===== config.mk =====
export PLATFORM = sky130hd
export DESIGN_NAME = hazard_scoreboard
export DESIGN_NICKNAME = d
export VERILOG_FILES = /design/src/rtl/hazard_scoreboard.sv
export SDC_FILE = /design/constraint.sdc
export NUM_CORES = 1
export LEC_CHECK = 0
export CAP_MARGIN = 20
export CORE_UTILIZATION = 30
export DETAILED_ROUTE_END_ITERATION = 16
export SLEW_MARGIN = 30
export SYNTH_ARGS = -nofsm -noshare
export SYNTH_HDL_FRONTEND = slang
export SYNTH_SLANG_ARGS = --single-unit

===== constraint.sdc =====
create_clock -name clk -period 2.7 [get_ports clk]
set_input_delay 0.54 -clock clk [delete_from_list [all_inputs] [get_ports clk]]
set_output_delay 0.54 -clock clk [all_outputs]
set_load 0.1 [all_outputs]

===== src/rtl/hazard_scoreboard.sv =====
// Decode-stage hazard scoreboard: forwarding selects, load-use and long-op interlocks.
// Optional performance counters are compiled in with HAZARD_SCOREBOARD_PERF_EN.
module hazard_scoreboard #(
    parameter int XLEN      = 32,
    parameter int ADDR_SIZE = 5,
    parameter int LAT_W     = 4
) (
    input  logic                 clk,
    input  logic                 rst,
    input  logic                 D_valid,
    input  logic [ADDR_SIZE-1:0] D_ra,
    input  logic [ADDR_SIZE-1:0] D_rb,
    input  logic [ADDR_SIZE-1:0] D_rd,
    input  logic                 D_we,
    input  logic                 D_long,
    input  logic [LAT_W-1:0]     D_lat,
    input  logic [ADDR_SIZE-1:0] EX_rd,
    input  logic [ADDR_SIZE-1:0] MEM_rd,
    input  logic [ADDR_SIZE-1:0] WB_rd,
    input  logic                 EX_we,
    input  logic                 MEM_we,
    input  logic                 WB_we,
    input  logic                 EX_ld,
    input  logic                 flush,
    output logic                 stall_D,
    output logic [1:0]           ra_sel,
    output logic [1:0]           rb_sel,
    output logic                 long_busy
`ifdef HAZARD_SCOREBOARD_PERF_EN
    ,
    output logic [31:0]          perf_stall_cnt,
    output logic [31:0]          perf_fwd_cnt
`endif
);

    // XLEN has no datapath in this block; it is only carried for parameter compatibility.
    if (XLEN < 1) begin : g_xlen_unused
    end

    logic [LAT_W-1:0]     l_cnt_q, l_cnt_d;
    logic [ADDR_SIZE-1:0] l_rd_q, l_rd_d;

    logic                           active;
    logic                           issue;
    logic                           load_use;
    logic                           long_raw;
    logic                           long_waw;
    logic                           structural;
    logic [1:0][ADDR_SIZE-1:0]      src;
    logic [1:0][1:0]                sel_w;
    logic [1:0]                     ld_hit;
    logic [1:0]                     l_hit;

    assign active    = D_valid && !flush;
    assign long_busy = (l_cnt_q != '0);
    assign src       = {D_rb, D_ra};

    genvar gi;
    generate
        for (gi = 0; gi < 2; gi++) begin : g_src
            logic nz;
            logic ex_hit;
            logic mem_hit;
            logic wb_hit;

            // Register 0 is hard-wired, so it never produces a hazard or a forward.
            assign nz      = (src[gi] != '0);
            assign ex_hit  = nz && EX_we  && (EX_rd  == src[gi]);
            assign mem_hit = nz && MEM_we && (MEM_rd == src[gi]);
            assign wb_hit  = nz && WB_we  && (WB_rd  == src[gi]);

            assign sel_w[gi] = !active              ? 2'b00 :
                               (ex_hit && !EX_ld)   ? 2'b01 :
                               mem_hit              ? 2'b10 :
                               wb_hit               ? 2'b11 : 2'b00;

            assign ld_hit[gi] = ex_hit && EX_ld;
            assign l_hit[gi]  = nz && (l_rd_q == src[gi]);
        end
    endgenerate

    assign ra_sel     = sel_w[0];
    assign rb_sel     = sel_w[1];
    assign load_use   = |ld_hit;
    assign long_raw   = long_busy && (|l_hit);
    assign long_waw   = long_busy && D_we && (D_rd != '0) && (D_rd == l_rd_q);
    // The long unit only accepts a new op once the counter has fully drained.
    assign structural = D_long && long_busy;
    assign stall_D    = active && (load_use || long_raw || long_waw || structural);
    assign issue      = active && D_long && !stall_D;

    always_comb begin
        l_cnt_d = l_cnt_q;
        l_rd_d  = l_rd_q;
        if (issue) begin
            l_cnt_d = (D_lat == '0) ? LAT_W'(1) : D_lat;
            l_rd_d  = D_rd;
        end else if (l_cnt_q != '0) begin
            l_cnt_d = l_cnt_q - LAT_W'(1);
            if (l_cnt_q == LAT_W'(1)) begin
                l_rd_d = '0;
            end
        end
    end

    always_ff @(posedge clk) begin
        if (rst) begin
            l_cnt_q <= '0;
            l_rd_q  <= '0;
        end else begin
            l_cnt_q <= l_cnt_d;
            l_rd_q  <= l_rd_d;
        end
    end

`ifdef HAZARD_SCOREBOARD_PERF_EN
    logic [31:0] perf_stall_q, perf_stall_d;
    logic [31:0] perf_fwd_q, perf_fwd_d;
    logic        fwd_any;

    assign fwd_any = (ra_sel != 2'b00) || (rb_sel != 2'b00);

    // Both counters saturate rather than wrap.
    always_comb begin
        perf_stall_d = perf_stall_q;
        perf_fwd_d   = perf_fwd_q;
        if (stall_D && (perf_stall_q != 32'hFFFF_FFFF)) begin
            perf_stall_d = perf_stall_q + 32'd1;
        end
        if (!stall_D && fwd_any && (perf_fwd_q != 32'hFFFF_FFFF)) begin
            perf_fwd_d = perf_fwd_q + 32'd1;
        end
    end

    always_ff @(posedge clk) begin
        if (rst) begin
            perf_stall_q <= '0;
            perf_fwd_q   <= '0;
        end else begin
            perf_stall_q <= perf_stall_d;
            perf_fwd_q   <= perf_fwd_d;
        end
    end

    assign perf_stall_cnt = perf_stall_q;
    assign perf_fwd_cnt   = perf_fwd_q;
`endif

endmodule


==> results of run 1 <==
## tightest hold or removal path, stage by stage (launching register included)
cell     delay, ns
dfxtp_1       0.35
nand2_1       0.07
mux2i_1       0.06
## stage by stage
| stage | hold slack (ns) | setup TNS [ns] |
|---|---|---|
| 2_1_floorplan | 0.493 | -0.179 |
| 3_3_place_gp | 0.525 | -1.37 |
| 3_5_place_dp | 0.526 | -1.35 |
| 4_1_cts | 0.533 | 0 |
| 5_1_grt | 0.564 | -0.00458 |
| 6_report | 0.530 | 0 |
## flip-flops by register name (all words and copies together), names as in the netlist
signal,count
l_rd_q,5
l_cnt_q,4
## cell families (layout without fill, tap and decap cells)
group | count (synthesis) | in the layout
buf+inv | 15 | 89
mux | 5 | 5
fa+ha+maj | 2 | 2
compound gates | 20 | 20
simple gates | 61 | 61
flops | 9 | 9
xor+xnor | 46 | 46
## worst max-delay path by stage
stage                           end  slack, ns  depth (start not counted)
after global placement      stall_D      -0.33                          8
after global routing        stall_D     -0.005                          8
after floorplan           rb_sel[0]      -0.15                          7
final                       stall_D       0.07                          8
after detailed placement  rb_sel[0]      -0.33                          8
after CTS                   stall_D     0.0007                          8
## repair_timing
item	in CTS	in global routing
setup buffers	3	2
setup endpoints to repair	5	5
gates resized for setup	53	7
pin swaps	20	11
## report_power, final
| part | internal [mW] | leakage (nW) | total [mW] | switching [mW] |
|---|---|---|---|---|
| Sequential | 0.162 | 0.0735 | 0.194 | 0.0318 |
| Clock | 0.103 | 0.0228 | 0.157 | 0.0541 |
| Combinational | 0.254 | 0.753 | 0.608 | 0.354 |
## area by class of cell
class | instances | area, sq um | area share, %
clock buffers | 4 | 45.0 | 2.07
repair buffers | 81 | 761 | 35.0
multi-input cells | 134 | 1110 | 51.1
well taps | 48 | 60.1 | 2.77
flip-flops and latches | 9 | 180 | 8.30
inverters | 4 | 15.0 | 0.692
## layout by cell type (no fill, tap or decap), types with 2 or more instances in the layout
| cell | n |
|---|---|
| a21oi_2 | 2 |
| buf_6 | 5 |
| clkdlybuf4s50_1 | 23 |
| nand3_1 | 6 |
| or4_4 | 2 |
| nand2b_1 | 6 |
| xor2_1 | 12 |
| inv_1 | 4 |
| buf_4 | 28 |
| dlymetal6s2s_1 | 3 |
| clkbuf_8 | 3 |
| nor2b_1 | 2 |
| nor2_4 | 6 |
| xnor2_1 | 32 |
| o21ai_1 | 4 |
| dlygate4sd2_1 | 8 |
| nor4_4 | 4 |
| ha_1 | 2 |
| buf_2 | 5 |
| nor3_1 | 5 |
| o21ai_0 | 2 |
| dfxtp_1 | 9 |
| nand2_1 | 8 |
| nor4_2 | 2 |
| nand4_1 | 8 |
| or3_1 | 3 |
| nor2_1 | 5 |
| buf_12 | 5 |
| a21oi_1 | 5 |
| clkbuf_2 | 2 |
| mux2i_1 | 5 |
## layer usage
metal	vias up	part of all wire [%]	global-route usage, %
met3	2	3.5	2.24
li1	689	-	-
met4	0	0.29	3.26
met1	616	46	25.3
met5	-	0	0
met2	27	51	34.9
==> key figures, run 1 <==
Critical path
  – R2r setup slk: 1.06 ns
  – Endpoint class of the critical path: output pin
  – Worst Setup SP: D_rb[0]
  – R2r endpoint: l_cnt_q[0]
  – WP data required: 2.16 ns
  – R2r startpoint: l_cnt_q[0]
  – Worst-path maximum fanout: 3
  – Crit path cell chain: clkbuf_2, or4_4, nor2_4, nor4_4, o31ai_1, buf_4, a31oi_4, buf_12
  – CP startpoint kind: primary input
  – CP max stage cell: or4_4
  – Worst Path Arrival: 2.09 ns
  – R2R cell count: 6
  – Max incr delay on CP: 0.55 ns
  – Buf/Inv on CP: 3
  – Largest delay contributor family on the critical path: simple AND/OR/NAND/NOR gates
  – Kind of critical path: in -> out

Timing
  – Clk_skew: 0.00324 ns
  – Final worst-path cycle share: 97.5%
  – Minimum clock period: about 2.6 ns
  – Max-slew violations: 0
  – Max-Slew Margin vs Limit: between 60% and 70%
  – Maximum clock rate: 0.380 GHz
  – PnR worst setup slack: 0.0663 ns
  – Hold Vio Cnt, Final: 0
  – RSZ-0062 raised after global routing: yes
  – Worst-Margin Slew: approximately 0.46 ns
  – Final setup vio count: 0

Logic synthesis
  – Synth top area cells: xnor2_1 (24%), dfxtp_1 (15%), xor2_1 (9.3%)
  – Ys Warns: 0
  – Sequential fraction of the synthesis area: 14.8%
  – Most common cell in the netlist: xnor2_1
  – Yosys reg bits: 9
  – Synth Area in XOR/XNOR: between 30% and 40%
  – Post-Synth Adder-Cell Area: 2.05%
  – Mapped Area: 1220 sq um
  – FFs w/ async S/R, synth: 0%
  – Count of cell types in the netlist: 31
  – Area leader, netlist: xnor2_1
  – Mean Syn Cell Area: 7.72 sq um
  – EDFF count, synth: 0
  – Top post-synthesis cells by count: xnor2_1 (33), xor2_1 (13), dfxtp_1 (9), nand2_1 (9), nor2_1 (9)
  – Area share of the largest cell type after synthesis: 23.7%
  – Mux cell area share after synthesis: 4.10%
  – Compound-Gate Fraction of Synth Area: between 10 and 15%
  – Most used DFF post-synth: dfxtp_1
  – Syn Inst Count: 158
  – Post-synth net total: 204
  – Main combinational cell family by area after synthesis: XOR/XNOR gates
  – Post-Synth Simple-Gate Area: 29.5%

Place
  – Placed insts: 271
  – RePlAce Congestion: 0.857
  – Setup Slack @ Placement: -0.327 ns
  – Post-DP Area: approximately 2000 sq um
  – IO buf count: just under 50
  – DP Wirelength: around 3200 um

Final layout
  – Layout cells sized above 1: 31.9%
  – Final core occ: 57.6%
  – FILL cells: ~360
  – Non-Filler Instances: 280
  – Cell area after layout: 2170 sq um
  – Number of diodes: 0
  – Nets: between 200 and 300
  – Area grow syn2layout: 77.9%

Power
  – Static Leak: roughly 0.85 nW
  – Peak VDD IR: 0.000442 V
  – PD cells: around 440 nW/um^2
  – Tot Pwr: 0.960 mW

Routing
  – Vias/cell: 4.76
  – Post-route ant nets: 0
  – 1st-pass router iterations: 4
  – DR WL/cell: 13.7 um
  – Drt total wl: about 3800 um
  – Number of DRC markers in iteration 0: 29
  – DRC errors left: 0
  – Total number of vias: ~1300

Min path
  – Min-Delay Endpoint: l_rd_q[3]
  – Worst Hold Path Cells: 2
  – Worst hold start: l_rd_q[3]
  – Hold Path Class: reg -> reg

Clock tree
  – H-tree depth: 1
  – Clock Latency Late Sink: ~0.23 ns
  – CTS tree: yes
  – Post-CTS Hold Buffers: 0
  – CTS clk-pin slew, worst paths: 0.05 ns
  – Longest Clk Path Bufs: 2
  – CTS Buf Count: 3
  – CTS root buf: clkbuf_8
  – Clock sinks: 9

Floorplan
  – Top Ports: 50
  – Starting Density: 32.3%
  – Core area: ~3800 sq um
  – Die height: 65.8 um
  – Die area: approximately 4300 sq um
  – Die width: 65.8 um
  – Std cell rows: 22

GRT
  – Total track usage: 19.6%
  – Gr ovfl total: 0
  – Largest net degree at the start of global routing: 12
  – Initial antenna violation count: 0
  – Vias in the first global route: 1446
  – Global-route wire length before repair: between 6000 and 7000 um

Job
  – MaxCap Viol Count: 0

Run status
  – Status: complete, no violations
Note: power is estimated with default switching activity, not from simulation.
==> run 2: changes to the inputs <==
Settings changed: CORE_UTILIZATION 30 to 43, PLACE_DENSITY from default to 0.82.
==> run 2 against run 1 <==
  * The flow now finishes with violations (setup timing)
  * Combinational power increased by 5.9%
  * Routed wire length up 27%
  * Final cell count fell by 6.4%
  * Sequential power about the same
  * Register-to-register slack got worse by 0.02 ns
  * Via count grew 12%
  * Non-clock buffer count is the same
  * Utilization up 28 points
  * Clock skew hardly changed
  * Worst setup slack lost 0.084 ns
  * Largest power group unchanged
==> key figures, run 2 (synthesized netlist as in run 1, its figures left out) <==
Timing
  – PnR worst setup slack: -0.0173 ns (-0.0837 ns)
  – Setup TNS: -0.0173 ns (-0.0173 ns)
  – Minimum clock period: 2.72 ns (+0.0837 ns)
  – Maximum clock rate: 0.368 GHz (-3.1%)
  – Worst-Margin Slew: 0.474 ns (+0.0130 ns)
  – Max-Slew Margin vs Limit: 68.3% (-0.79 points)
  – Final worst-path cycle share: 101% (+3.1 points)
  – Clk_skew: 0.00351 ns (+0.000264 ns)
  – Max-slew violations: 0 (unchanged)
  – Hold Slack: 0.557 ns (+0.0273 ns)
  – Final setup vio count: 1 (+1)
  – Hold Vio Cnt, Final: 0 (unchanged)
  – RSZ-0062 raised after global routing: yes

Critical path
  – Crit path cell chain: dlygate4sd2_1, xnor2_1, nand4_1, nor4_4, buf_4, o21ai_4, a31oi_4, buf_12
  – Buf/Inv on CP: 3 (unchanged)
  – CP startpoint kind: primary input
  – WP data required: 2.16 ns (about the same)
  – Endpoint class of the critical path: output pin
  – Kind of critical path: in -> out
  – CP max stage cell: nor4_4
  – Largest delay contributor family on the critical path: buffers and inverters
  – Worst-path maximum fanout: 2 (-1)
  – Worst Path Arrival: 2.18 ns (+0.09 ns)
  – Max incr delay on CP: 0.34 ns (-0.21 ns)

Power
  – Clock share of power: 11.1% (-5.3 points)
  – Register share of total power: 20.7% (+0.5 points)
  – Peak VDD IR: 0.000666 V (+51%)
  – PD cells: 430 nW/um^2 (-2.8%)
  – Static Leak: 0.900 nW (+6.0%)
  – Comb pwr share: 68.3% (+4.9 points)
  – Sw frac: 49.7% (+3.8 points)
  – NetSw: 0.469 mW (+6.6%)
  – Tot Pwr: 0.944 mW (-1.6%)
  – P_int: 0.475 mW (-8.6%)

Final layout
  – Non-Filler Instances: 262 (-6.4%)
  – Nets: 279 (unchanged)
  – Max reg flops: 5 (unchanged)
  – Number of diodes: 0 (unchanged)
  – Most common cell after layout, fill and taps aside: xnor2_1
  – Cell area after layout: 2200 sq um (+1.2%)
  – Most frequent cells in the layout: xnor2_1 (28), buf_4 (27), clkdlybuf4s50_1 (21), xor2_1 (12), dfxtp_1 (9)
  – Largest regs: l_rd_q (5), l_cnt_q (4)
  – Area grow syn2layout: 80.1%
  – Layout cells sized above 1: 35.8% (+3.9 points)
  – Final core occ: 85.6% (+28 points)
  – Largest Register: l_rd_q

Clock tree
  – H-tree depth: 1 (unchanged)
  – Longest Clk Path Bufs: 2 (unchanged)
  – CTS Buf Count: 3 (unchanged)
  – Clock Latency Late Sink: 0.26 ns (+0.03 ns)
  – CTS tree: yes
  – Clock sinks: 9 (unchanged)
  – CTS root buf: clkbuf_4
  – CTS clk-pin slew, worst paths: 0.06 ns (about the same)
  – Post-CTS Hold Buffers: 0 (unchanged)

Floorplan
  – Starting Density: 47.5% (+15 points)
  – Die height: 55.3 um (-16%)
  – Die width: 55.3 um (-16%)
  – Die area: 3050 sq um (-29%)
  – Core area: 2570 sq um (-32%)
  – Top Ports: 50 (unchanged)
  – Std cell rows: 18 (-18%)

Routing
  – DR WL/cell: 18.6 um (+36%)
  – Number of DRC markers in iteration 0: 58 (+100%)
  – DRC errors left: 0 (unchanged)
  – Vias/cell: 5.71 (+20%)
  – Post-route ant nets: 0 (unchanged)
  – Drt total wl: 4870 um (+27%)
  – Total number of vias: 1496 (+12%)
  – 1st-pass router iterations: 4 (unchanged)

Min path
  – Hold Path Class: reg -> reg

GRT
  – Largest net degree at the start of global routing: 12 (unchanged)
  – Initial antenna violation count: 0 (unchanged)
  – Global-route wire length before repair: 7290 um (+11%)
  – Total track usage: 30.4% (+11 points)
  – Gr ovfl total: 0 (unchanged)
  – Vias in the first global route: 1647 (+14%)

Run status
  – Status: finished with violations
  – Failing checks: setup timing

Place
  – Post-DP Area: 1990 sq um (-2.2%)
  – Placed insts: 250 (-7.7%)
  – Setup Slack @ Placement: -0.436 ns (-0.109 ns)
  – IO buf count: 49 (unchanged)
  – RePlAce Congestion: 0.883 (+3.0%)
  – DP Wirelength: 3440 um (+7.3%)

Job
  – MaxCap Viol Count: 0 (unchanged)
run 2: cell types whose count changed in the layout (fill, tap and decap cells not counted), sizes merged:
cell,previous run,this run
dlygate4sd2,8,6
dlymetal6s2s,3,7
clkdlybuf4s15,2,0
clkbuf,6,8
clkdlybuf4s50,23,21
run 2: area by class of cell:
type	instances	area (sq um)
Inverter	4	15.0
Multi-Input combinational cell	134	1160
Clock buffer	4	26.3
Timing Repair Buffer	81	774
Fill cell	139	370
Sequential cell	9	180
Tap cell	30	37.5
run 2: repair_timing:
item | CTS | global route
pin swaps | 14 | 17
setup buffers | 4 | 5
setup endpoints to repair | 5 | 5
gates resized for setup | 47 | 25
run 2: final timing paths:
check	endpoint	startpoint	depth (start not counted)	slack (ns)
max	stall_D	EX_rd[4]	8	-0.02
min	l_rd_q[1]	l_rd_q[1]	2	0.56
max reg2reg	l_cnt_q[0]	l_cnt_q[1]	6	1.04
min reg2reg	l_rd_q[1]	l_rd_q[1]	2	0.56
run 2: power by group through the flow:
stage               clock (mW)  combinational [mW]  sequential, mW
floorplan                    0               0.407           0.188
global placement             0               0.574           0.192
detailed placement           0               0.596           0.194
CTS                      0.105               0.609           0.192
global route             0.111               0.676           0.198
finish                   0.105               0.644           0.195
run 2: layer usage:
metal	part of all wire (%)	global-route usage (%)	vias up	routed length (um)
li1	-	-	689	-
met1	37	31.7	717	1800
met2	54	58.2	71	2640
met3	5.6	4.68	19	271
met4	3.1	14.6	0	151
met5	0	0	-	0
run 2: worst reg2reg max path, cell delays in order (launching register included):
cell and delay [ns]:
dfxtp_1 0.32, inv_1 0.10, ha_1 0.32, nand2_4 0.13, nor2_1 0.30, nand2_4 0.16, o31ai_2 0.25
